File: config.mk
export PLATFORM = sky130hd
export DESIGN_NAME = calc_ctrl
export DESIGN_NICKNAME = d
export VERILOG_FILES = /design/src/rtl/calc_pkg.sv /design/src/rtl/calc_addsub.sv /design/src/rtl/calc_ctrl.sv
export SDC_FILE = /design/constraint.sdc
export NUM_CORES = 1
export LEC_CHECK = 0
export BUFFER_PORTS_ARGS = -buffer_cell sky130_fd_sc_hd__clkbuf_2
export CORE_MARGIN = 2
export CORE_UTILIZATION = 35
export CTS_BUF_LIST = sky130_fd_sc_hd__clkbuf_8
export CTS_CLUSTER_DIAMETER = 150
export DETAILED_ROUTE_END_ITERATION = 16
export PLACE_DENSITY = 0.6
export SLEW_MARGIN = 15
export SYNTH_ARGS = -nofsm -noshare
export SYNTH_HDL_FRONTEND = slang
export SYNTH_SLANG_ARGS = --single-unit
File: constraint.sdc
create_clock -name CLK -period 5.35 [get_ports CLK]
set_input_delay 1.605 -clock CLK [delete_from_list [all_inputs] [get_ports CLK]]
set_output_delay 1.605 -clock CLK [all_outputs]
set_load 0.005 [all_outputs]
File: src/rtl/calc_pkg.sv
// rtl/calc_pkg.sv - shared FSM state type and seven-segment glyphs for calc_ctrl
package calc_pkg;

   typedef enum logic [1:0] {
      IDLE   = 2'd0,
      WAIT_B = 2'd1,
      EXEC   = 2'd2,
      SHOW   = 2'd3
   } state_t;

   // Segment order {a,b,c,d,e,f,g,dp}, active high
   localparam logic [7:0] ONE   = 8'b01100000;
   localparam logic [7:0] ZERO  = 8'b11111100;
   localparam logic [7:0] BLANK = 8'h00;
   localparam logic [7:0] MINUS = 8'b00000010;

   function automatic logic [7:0] bit_glyph(input logic b);
      return b ? ONE : ZERO;
   endfunction

endpackage

File: src/rtl/calc_addsub.sv
// rtl/calc_addsub.sv - 4-bit ripple add/subtract; c[4] is carry on add, borrow on subtract
module calc_addsub (
   input  logic [3:0] a,
   input  logic [3:0] b,
   input  logic       mo,
   output logic [4:0] c
);

   logic [4:0] cy;
   logic [3:0] bx;
   logic [3:0] s;

   assign cy[0] = mo;
   assign bx    = b ^ {4{mo}};

   for (genvar i = 0; i < 4; i++) begin : g_fa
      assign s[i]      = a[i] ^ bx[i] ^ cy[i];
      assign cy[i + 1] = (a[i] & bx[i]) | (cy[i] & (a[i] ^ bx[i]));
   end

   // On subtract the adder carry-out means "no borrow", so invert it
   assign c = {cy[4] ^ mo, s};

endmodule

File: src/rtl/calc_ctrl.sv
// rtl/calc_ctrl.sv - two-operand calculator FSM with scanned 8-digit display; option CALC_CTRL_SIGN_DISP_EN
module calc_ctrl
   import calc_pkg::*;
#(
   parameter int unsigned SCAN_DIV = 1024
) (
   input  logic       CLK,
   input  logic       CLR,
   input  logic [3:0] din,
   input  logic       op,
   input  logic       key_valid,
   input  logic       cancel,
   output logic [4:0] result,
   output logic       busy,
   output logic       done,
   output logic [7:0] seg,
   output logic [7:0] dig
);

   localparam logic [15:0] PRESC_LAST = 16'(SCAN_DIV - 1);

   state_t      state_q, state_d;
   logic [3:0]  a_q, a_d;
   logic [3:0]  b_q, b_d;
   logic        op_q, op_d;
   logic [4:0]  result_q, result_d;
   logic        done_q, done_d;
   logic [15:0] presc_q, presc_d;
   logic [2:0]  idx_q, idx_d;
   logic [7:0]  seg_q, seg_d;
   logic [7:0]  dig_q, dig_d;

   logic [4:0]  sum;
   logic [4:0]  result_calc;
   logic        abort;
   logic [7:0]  res_ext;
   logic [7:0]  a_ext;

   calc_addsub u_addsub (
      .a  (a_q),
      .b  (b_q),
      .mo (op_q),
      .c  (sum)
   );

`ifdef CALC_CTRL_SIGN_DISP_EN
   // Negative differences are presented as sign plus magnitude
   always_comb begin
      result_calc = sum;
      if (op_q && sum[4]) begin
         result_calc[3:0] = 4'd0 - sum[3:0];
      end
   end
`else
   assign result_calc = sum;
`endif

   // Cancel is honoured everywhere except the single EXEC cycle
   assign abort = cancel && (state_q != EXEC);

   always_ff @(posedge CLK or negedge CLR) begin
      if (!CLR) begin
         state_q <= IDLE;
      end else begin
         state_q <= state_d;
      end
   end

   always_comb begin
      state_d = state_q;
      if (abort) begin
         state_d = IDLE;
      end else begin
         case (state_q)
            IDLE:    if (key_valid) state_d = WAIT_B;
            WAIT_B:  if (key_valid) state_d = EXEC;
            EXEC:    state_d = SHOW;
            SHOW:    if (key_valid) state_d = WAIT_B;
            default: state_d = IDLE;
         endcase
      end
   end

   always_comb begin
      a_d      = a_q;
      b_d      = b_q;
      op_d     = op_q;
      result_d = result_q;
      done_d   = 1'b0;
      if (abort) begin
         a_d  = 4'd0;
         b_d  = 4'd0;
         op_d = 1'b0;
      end else begin
         case (state_q)
            IDLE, SHOW: begin
               if (key_valid) a_d = din;
            end
            WAIT_B: begin
               if (key_valid) begin
                  b_d  = din;
                  op_d = op;
               end
            end
            EXEC: begin
               result_d = result_calc;
               done_d   = 1'b1;
            end
            default: ;
         endcase
      end
   end

   // Display registers are computed from next-cycle values so seg always matches dig
   always_comb begin
      presc_d = presc_q + 16'd1;
      idx_d   = idx_q;
      if (presc_q == PRESC_LAST) begin
         presc_d = 16'd0;
         idx_d   = idx_q + 3'd1;
      end
      dig_d   = 8'b0000_0001 << idx_d;
      res_ext = {3'b000, result_d};
      a_ext   = {4'b0000, a_d};
      seg_d   = BLANK;
      case (state_d)
         SHOW: begin
            if (idx_d < 3'd5) begin
               seg_d = bit_glyph(res_ext[idx_d]);
            end
`ifdef CALC_CTRL_SIGN_DISP_EN
            else if (idx_d == 3'd7 && op_d && result_d[4]) begin
               seg_d = MINUS;
            end
`endif
         end
         WAIT_B: begin
            if (idx_d < 3'd4) begin
               seg_d = bit_glyph(a_ext[idx_d]);
            end
         end
         default: seg_d = BLANK;
      endcase
   end

   always_ff @(posedge CLK or negedge CLR) begin
      if (!CLR) begin
         a_q      <= 4'd0;
         b_q      <= 4'd0;
         op_q     <= 1'b0;
         result_q <= 5'd0;
         done_q   <= 1'b0;
         presc_q  <= 16'd0;
         idx_q    <= 3'd0;
         seg_q    <= BLANK;
         dig_q    <= 8'b0000_0001;
      end else begin
         a_q      <= a_d;
         b_q      <= b_d;
         op_q     <= op_d;
         result_q <= result_d;
         done_q   <= done_d;
         presc_q  <= presc_d;
         idx_q    <= idx_d;
         seg_q    <= seg_d;
         dig_q    <= dig_d;
      end
   end

   assign busy   = (state_q == EXEC);
   assign done   = done_q;
   assign result = result_q;
   assign seg    = seg_q;
   assign dig    = dig_q;

endmodule

==> impl_metrics.yaml, run 1 <==
status:
  outcome: "complete, no violations"
die:
  start_util_pct: 36.1
  die_w_um: 84.9
  floorplan.rows: 29
  ios: 32
  chipHeight_um: 84.9
  fp.coreArea_um2: 6350
  dieArea_um2: 7210
drt:
  routed_wl_mm: 4.02
  drt_iter0_drc: 35
  ant_nets: 0
  drc_errors: 0
  firstDrtPassIters: 4
  dr_total_vias: 1576
  routed_via_density: 4.82
  routedWlPerCell_um: 12.3
yosys:
  ys.flop_type: "dfrtp_1"
  ys_top_cells_by_area: "dfrtp_1 49%, nor2_1 5.2%, mux2i_1 4.4%"
  yosysSeqAreaShare_pct: 50.3
  synth_async_sr_flop_share_pct: 100
  synth.distinct_cells: 43
  synth.top_cell.area_share_pct: 49.1
  syn_inst: 223
  avgSynthCellArea_um2: 10.3
  synth_edf_count: 0
  syn_area_um2: 2290
  ys_ff_latch: 46
  yosysTopAreaCell: "dfrtp_1"
  yosysWarnings: 0
timing:
  setup_viol: 0
  max_slew_margin_pct: 43.6
  worst_pin_slew_ns: 0.844
  fin_crit_sh_pct: 56.6
  max_freq_ghz: 0.330
  grt_setup_unrepaired: "false"
  fin_ws_ns: 2.32
  fin_setup_tns_ns: 0
  slew_viol_final: 0
  skew_ns: 0.00683
  hold_violations: 0
  period_minus_slack_ns: 3.03
global_routing:
  antenna_found_initial: 0
  track_usage_pct: 12.3
  gr-total-overflow: 0
  grt_pass1_wl_mm: 7.13
  grt_max_degree: 47
  grt_pass1_vias: 1581
finish:
  antenna_cells: 0
  synthToLayoutAreaGrowth_pct: 13.0
  final_nets: 265
  fillCellCount: 611
  finalNonFillerCells: 327
  drive_above_1_share_pct: 20.8
pwr:
  ir_drop_mv: 0.202
  p_leak_uw: 0.00126
  power_density_nw_per_um2: 386
clock_network:
  cts_root_buffer: "clkbuf_8"
  post_cts_buffers: 0
  cts_tree: "built"
  cts-htree-levels: 2
  clock_sinks: 46
  cts_buffer_depth: 2
  clkTransAtPathRegs_ns: 0.09
  ctsResizeCount: 0
  clk_latency_ns: 0.30
  hold_buffers: 0
  cts_made_buffers: 5
critical_path:
  cp_max_fo: 13
  critical_path_class: "register to output port"
  arrival_ns: 1.43
  critPathCaptureType: "output port"
  crit_path_start_kind: "register"
  crit_path_cell_trace: "inv_1 -> ha_1 -> clkbuf_2"
  worst-path-buf-inv: 2
  required_ns: 3.74
  critical_path.slowest_cell: "ha_1"
  critPathTopFamily: "adder cells"
  slowest_delay_ns: 0.44
flow_run:
  maxCapViolations: 0
place:
  io_buffers: 29
  pre_cts_ws_ns: 2.31
  place.gp.congestion: 0.746
  hpwl_mm: 2.92
  post-place-cells: 319
min_path:
  hp-class: "register to register"
-- cell usage after synthesis, drive strengths merged, types with 3 or more instances --
library cell,count
a21oi,7
buf,6
clkbuf,6
dfrtp,45
fa,3
ha,4
inv,13
mux2,7
mux2i,10
nand2,21
nand3,13
nor2,32
nor3,4
o21ai,3
or4,3
xnor2,11
xor2,8
-- stage by stage --
| stage | area [µm²] | total power (µW) | hold WS, ns | util, % |
|---|---|---|---|---|
| 6_report | 2590 | 1000 | 0.464 | 40.8 |
| 3_3_place_gp | 2480 | 753 | 0.454 | 39.0 |
| 4_1_cts | 2590 | 1010 | 0.470 | 40.8 |
| 3_5_place_dp | 2480 | 755 | 0.458 | 39.0 |
| 5_1_grt | 2590 | 1080 | 0.507 | 40.8 |
| 2_1_floorplan | 2300 | 664 | 0.433 | - |
-- report_power, final --
part	total (µW)	switching (µW)	internal, µW	leakage, µW
sequential	434	34.9	399	0.000609
combinational	310	172	138	0.000605
clock	258	119	139	0.0000504
-- worst paths after layout --
kind | cells after the start | to | startpoint | slack (ns)
worst max-delay path | 3 | busy | state_q[0] | 2.32
worst min-delay path | 1 | presc_q[0] | presc_q[0] | 0.46
worst max register to register | 6 | seg[4] | presc_q[10] | 2.52
worst min register to register | 1 | presc_q[0] | presc_q[0] | 0.46
max in group asynchronous | 2 | seg[6] | CLR | 3.58
min in group asynchronous | 2 | op_q | CLR | 1.38
-- placed cells by master (no fill, tap or decap), types with 2 or more instances in the layout --
| cell type | Yosys | routed |
|---|---|---|
| dfrtp_1 | 45 | 45 |
| nand2_1 | 21 | 21 |
| xnor2_1 | 11 | 11 |
| mux2_2 | 6 | 6 |
| nor3_1 | 4 | 4 |
| nand3_1 | 13 | 13 |
| a21oi_1 | 7 | 7 |
| o21ai_0 | 3 | 3 |
| ha_1 | 4 | 4 |
| xor2_1 | 8 | 8 |
| mux2i_1 | 10 | 10 |
| nor2_1 | 32 | 32 |
| nor2b_1 | 2 | 2 |
| fa_1 | 3 | 3 |
| nand2b_1 | 2 | 2 |
| o22ai_1 | 2 | 2 |
| clkinvlp_4 | 0 | 2 |
| conb_1 | 1 | 2 |
| clkbuf_8 | 0 | 5 |
| clkbuf_2 | 0 | 29 |
| and3_1 | 2 | 2 |
| inv_1 | 12 | 12 |
| or4_1 | 2 | 2 |
-- kinds of logic (layout without fill, tap and decap cells) --
group,count (synthesis),in the layout,share of synthesized area [%]
AOI/OAI and AO/OA,19,19,5.24
xor gates and xnor gates,19,19,7.26
adders and majority gates,7,7,4.80
buffers and inverters,26,52,5.24
DFF,46,46,50.3
muxes,17,17,7.97
other,1,2,0.164
and+or+nand+nor,88,88,19.1
-- state kept, by name, indices dropped and copies added, names as in the netlist, 2 cells and up --
name	count
a_q	4
b_q	4
dig	8
idx_q	3
presc_q	16
result	5
seg	2
state_q	2
-- final cells by class --
| type | instances | area, µm² | share of cell area [%] |
|---|---|---|---|
| Clock buffer | 5 | 68.8 | 2.66 |
| Clock inverter | 3 | 45.0 | 1.74 |
| Inverter | 14 | 52.6 | 2.03 |
| Multi-Input combinational cell | 152 | 1020 | 39.5 |
| Sequential cell | 46 | 1150 | 44.5 |
| Tap cell | 77 | 96.3 | 3.72 |
| Timing Repair Buffer | 30 | 153 | 5.89 |
-- metal layers --
metal | up-vias | global-route usage [%] | part of all wire, %
met4 | 0 | 5.34 | 1.3
met5 | - | 0 | 0
li1 | 783 | - | -
met1 | 760 | 16.5 | 49
met2 | 29 | 19.0 | 46
met3 | 4 | 3.11 | 3.0
No activity file was read; power rests on OpenSTA's default activity.
==> run 2: changes to the inputs <==
Settings changed: ABC_AREA set to 1, PLACE_DENSITY 0.6 to 0.62.
Clock period 5.35 ns to 2.5 ns, I/O delays scaled along.
==> impl_metrics.yaml, run 2 <==
critical_path:
  cpMostUsedCell: "nand2_1"
  slowest_delay_ns: 0.44
  critical_path_class: "register to register"
  r2r_end: "seg[4]"
  arrival_ns: 2.56
  required_ns: 2.70
  r2r_cells: 13
  worst-r2r-setup-slack_ns: 0.14
  crit_path_cell_trace: "xor2_1 -> fa_1 -> inv_1 -> fa_1 -> fa_1 -> o21ai_1 -> nand3_1 -> nand2_1 -> inv_1 -> nand2_1 -> nand2_1 -> nand2_1 -> nand2_1"
  critical_path.slowest_cell: "fa_1"
  cp_max_fo: 4
  critPathCaptureType: "register"
  rr_startpoint: "op_q"
  crit_path_start_kind: "register"
yosys:
  synthAdderAreaFrac_pct: 4.70
  synth_async_sr_flop_share_pct: 100
  yosysSeqAreaShare_pct: 49.2
  syn_inst: 262
  muxShareOfSynthArea_pct: 0
  yosys.area_share.simple_pct: 25.7
  synth_compound_area_share_pct: 7.00
  ys_ff_latch: 46
  syn_area_um2: 2340
  ys_top_cells_by_area: "dfrtp_1 48%, nand2_1 8.2%, nor2_1 5.5%"
  yosysWarnings: 0
  avgSynthCellArea_um2: 8.94
  synth.distinct_cells: 38
  synth.top_cell.area_share_pct: 48.1
  synthMostInstantiatedCell: "nand2_1"
  synth_xor_area_share_pct: 4.86
  synth_commonest_cells: "51 x nand2_1, 45 x dfrtp_1, 34 x nor2_1, 31 x inv_1, 11 x o21ai_0"
  yosysTopAreaCell: "dfrtp_1"
  synth_edf_count: 0
  ys.flop_type: "dfrtp_1"
  synth_top_family_by_area: "simple AND/OR/NAND/NOR gates"
finish:
  final_cell_mix: "51 x nand2_1, 45 x dfrtp_1, 34 x nor2_1"
  antenna_cells: 0
  drive_above_1_share_pct: 22.2
  synthToLayoutAreaGrowth_pct: 14.3
  final_common_cell: "nand2_1"
  final_nets: 312
  largest_reg_flops: 16
  largest_register: "presc_q"
  final_core_utilization_pct: 41.7
timing:
  fin_crit_sh_pct: 94.2
  max_freq_ghz: 0.424
  skew_ns: 0.00745
  slew_viol_final: 0
  hold_violations: 0
  setup_viol: 0
  period_minus_slack_ns: 2.36
  worst_pin_slew_ns: 0.579
  max_slew_margin_pct: 61.4
  fin_setup_tns_ns: 0
  grt_setup_unrepaired: "false"
drt:
  firstDrtPassIters: 4
  ant_nets: 0
  routed_via_density: 4.58
  maxUsedRoutingLayer: "met4"
  wl_met1_mm: 2.19
  routed-wl-met2_mm: 2.35
  routed_wl_mm: 4.70
  drc_errors: 0
  drt_iter0_drc: 80
  dr_total_vias: 1714
  wl_met3_um: 120
  routedWlPerCell_um: 12.6
status:
  outcome: "complete, no violations"
die:
  floorplan.rows: 29
  chipHeight_um: 85.8
  ios: 32
  fp.coreArea_um2: 6420
  die_w_um: 85.8
  dieArea_um2: 7360
  start_util_pct: 36.5
place:
  hpwl_mm: 3.56
  place.gp.congestion: 0.789
  io_buffers: 29
clock_network:
  hold_buffers: 0
  clkTransAtPathRegs_ns: 0.09
  cts-htree-levels: 2
  cts_made_buffers: 5
  cts_tree: "built"
  cts_root_buffer: "clkbuf_8"
  cts_buffer_depth: 2
  clk_latency_ns: 0.30
  clock_sinks: 46
global_routing:
  antenna_found_initial: 0
  grt_pass1_wl_mm: 8.29
  track_usage_pct: 14.2
  grt_pass1_vias: 1844
  gr-total-overflow: 0
  grt_max_degree: 27
pwr:
  p_leak_uw: 0.00142
  power_density_nw_per_um2: 771
  ir_drop_mv: 0.447
min_path:
  hp-class: "primary input to asynchronous set/reset pin"
flow_run:
  maxCapViolations: 0
## run 2: changes by cell type after synthesis, moves of 5 or more
| cell | previous run | this run |
|---|---|---|
| nand2_1 | 21 | 51 |
| inv_1 | 12 | 31 |
| mux2i_1 | 10 | 0 |
| o21ai_0 | 3 | 11 |
| nand2_4 | 0 | 7 |
| mux2_2 | 6 | 0 |
| clkbuf_1 | 6 | 1 |
| nand3_1 | 13 | 8 |
## run 2: cell families (layout without fill, tap and decap cells)
| family | after synthesis | count (layout) |
|---|---|---|
| AO/OA/AOI/OAI | 29 | 29 |
| XOR/XNOR | 13 | 13 |
| adder cells (fa/ha/maj) | 7 | 7 |
| buffers and inverters | 45 | 79 |
| flip-flops | 46 | 46 |
| other | 1 | 2 |
| AND/OR/NAND/NOR | 121 | 121 |
## run 2: where the power goes
group | switching (µW) | internal (µW)
logic | 372 | 263
registers | 83.4 | 861
clock network | 260 | 223
total | 715 | 1350
## run 2: worst max path at each step
stage,from,end,slack (ns)
after floorplan,op_q,seg[4],0.04
after global placement,op_q,seg[4],0.09
after detailed placement,op_q,seg[4],0.02
after CTS,op_q,seg[4],0.06
after global routing,op_q,seg[4],0.005
final,op_q,seg[4],0.14
## run 2: critical path, delay by kind of cell, from the launching register on
kind / cells / cell delay, ns
buf+inv: 2 / 0.08
compound gates: 1 / 0.18
xor+xnor: 1 / 0.21
flops: 1 / 0.42
simple gates: 6 / 0.34
fa+ha+maj: 3 / 1.02
## run 2: layer usage
metal / vias up / track usage (%)
met1: 809 / 17.4
met3: 5 / 3.37
met2: 21 / 24.8
met5: - / 0
met4: 0 / 4.04
li1: 879 / -
## run 2: what timing repair did
action | 4_1_cts | 5_1_grt
resized for setup | 1 | 1
buffers inserted | 0 | 1
setup endpoints to repair | 1 | 1
## run 2: layout make-up
class	count	area, µm²
Clock buffer	6	82.6
Tap cell	77	96.3
Timing Repair Buffer	33	188
Clock inverter	2	12.5
Multi-Input combinational cell	172	996
Fill cell	630	3750
Inverter	38	148
Sequential cell	46	1150
## run 2: stage by stage
step | power [µW] | instance area (µm²) | worst slack, ns | std cells | hold slack [ns]
floorplan | 1380 | 2340 | 0.0443 | 263 | 0.430
global placement | 1580 | 2570 | 0.0946 | 365 | 0.452
detailed placement | 1580 | 2570 | 0.0223 | 365 | 0.462
CTS | 2080 | 2670 | 0.0597 | 373 | 0.443
global route | 2220 | 2680 | 0.00522 | 374 | 0.459
finish | 2060 | 2680 | 0.144 | 374 | 0.432
==> run 3: changes to the inputs <==
Settings changed: CELL_PAD_IN_SITES_DETAIL_PLACEMENT set to 1, CELL_PAD_IN_SITES_GLOBAL_PLACEMENT set to 1, PLACE_DENSITY 0.62 to 0.76, SKIP_CTS_REPAIR_TIMING set to 1.
==> impl_metrics.yaml, run 3 (same netlist as run 2, synthesis figures left out) <==
timing:
  period_minus_slack_ns: 2.36
  max_freq_ghz: 0.424
  grt_setup_unrepaired: "true"
  slew_viol_final: 0
  hold_violations: 0
  skew_ns: 0.00524
  worst_pin_slew_ns: 0.589
  setup_viol: 0
  holdWs_ns: 0.468
  max_slew_margin_pct: 60.7
  fin_crit_sh_pct: 94.3
clock_network:
  clkTransAtPathRegs_ns: 0.09
  cts_root_buffer: "clkbuf_8"
  cts_tree: "built"
  cts_made_buffers: 5
  clock_sinks: 46
  cts_buffer_depth: 2
  clk_latency_ns: 0.30
  cts-htree-levels: 2
status:
  outcome: "complete, no violations"
critical_path:
  critical_path_class: "register to register"
  required_ns: 2.69
  arrival_ns: 2.55
  critical_path.slowest_cell: "fa_2"
  worst-path-buf-inv: 2
  rr_startpoint: "op_q"
  cp_max_fo: 3
  crit_path_start_kind: "register"
  slowest_delay_ns: 0.48
  crit_path_start: "op_q"
  cpMostUsedCell: "nand2_1"
  critPathCaptureType: "register"
  critPathTopFamily: "adder cells"
  crit_path_cell_trace: "xor2_2 -> fa_2 -> inv_2 -> fa_2 -> fa_2 -> o21ai_2 -> nand3_2 -> nand2_1 -> inv_1 -> nand2_1 -> nand2_1 -> nand2_1 -> nand2_1"
finish:
  final_nets: 313
  largest_reg_flops: 16
  antenna_cells: 0
  final_cell_mix: "51 x nand2_1, 45 x dfrtp_1, 34 x nor2_1"
  fillCellCount: 767
  regArea_um2: 1150
  drive_above_1_share_pct: 25.2
  largest_register: "presc_q"
  synthToLayoutAreaGrowth_pct: 15.1
  multi_input_area_um2: 1020
  final_common_cell: "nand2_1"
place:
  io_buffers: 29
  place.gp.congestion: 0.792
  hpwl_mm: 4.06
die:
  dieArea_um2: 7360
  fp.coreArea_um2: 6420
  start_util_pct: 36.5
  ios: 32
  floorplan.rows: 29
  die_w_um: 85.8
  chipHeight_um: 85.8
pwr:
  power_density_nw_per_um2: 792
  power_uw: 2130
  ir_drop_mv: 0.422
  p_leak_uw: 0.00143
drt:
  routedWlPerCell_um: 14.0
  dr_total_vias: 1806
  routed_wl_mm: 5.24
  firstDrtPassIters: 4
  drc_errors: 0
  ant_nets: 0
  drt_iter0_drc: 66
  routed_via_density: 4.82
flow_run:
  maxCapViolations: 0
global_routing:
  grt_max_degree: 47
  gr-total-overflow: 0
  antenna_found_initial: 0
  grt_pass1_vias: 1839
  track_usage_pct: 15.6
  grt_pass1_wl_mm: 8.97
min_path:
  hp-class: "register to register"
  hold_start: "presc_q[0]"
==> run 3: changes by cell type in the layout (fill, tap and decap cells not counted), moves of 2 or more <==
cell,before,now
o21ai_2,1,3
fa_2,0,3
inv_2,4,6
o21ai_1,3,1
buf_4,3,5
fa_1,3,0
==> run 3: where the power goes <==
| part | internal [µW] | total (µW) | switching, µW |
|---|---|---|---|
| logic | 300 | 708 | 408 |
| clock network | 220 | 474 | 255 |
| registers | 861 | 950 | 88.8 |
| total | 1380 | 2130 | 752 |
==> run 3: final timing paths <==
path                               end  depth (start not counted)  slack, ns
max reg2reg                     seg[4]                         13       0.14
min                         presc_q[0]                          1       0.47
max                             seg[4]                         13       0.14
min reg2reg                 presc_q[0]                          1       0.47
min in group asynchronous  presc_q[13]                          2       0.53
max in group asynchronous   presc_q[3]                          2       1.57
==> run 3: stage by stage <==
step                      worst slack (ns)  utilization [%]  std cells  setup TNS, ns  instance area, µm²
after floorplan                     0.0443                -        263              0                2340
after global placement               0.134             39.9        365              0                2560
after detailed placement           -0.0609             39.9        365        -0.0609                2560
after CTS                          -0.0729             41.3        373        -0.0729                2650
after global routing               -0.0128             41.9        375        -0.0128                2690
final                                0.143             41.9        375              0                2690
==> run 3: cell type report <==
| class | count | area share, % |
|---|---|---|
| Tap cell | 77 | 3.58 |
| Sequential cell | 46 | 42.8 |
| Clock buffer | 6 | 3.07 |
| Clock inverter | 2 | 0.325 |
| Multi-Input combinational cell | 172 | 38.0 |
| Timing Repair Buffer | 34 | 6.78 |
| Inverter | 38 | 5.48 |
==> run 3: routing by layer <==
metal	global-route usage, %	vias to the layer above	share of wire (%)
met1	19.2	903	43
met2	28.1	20	54
met5	0	-	0
li1	-	878	-
met4	4.33	0	0.80
met3	2.89	5	2.4
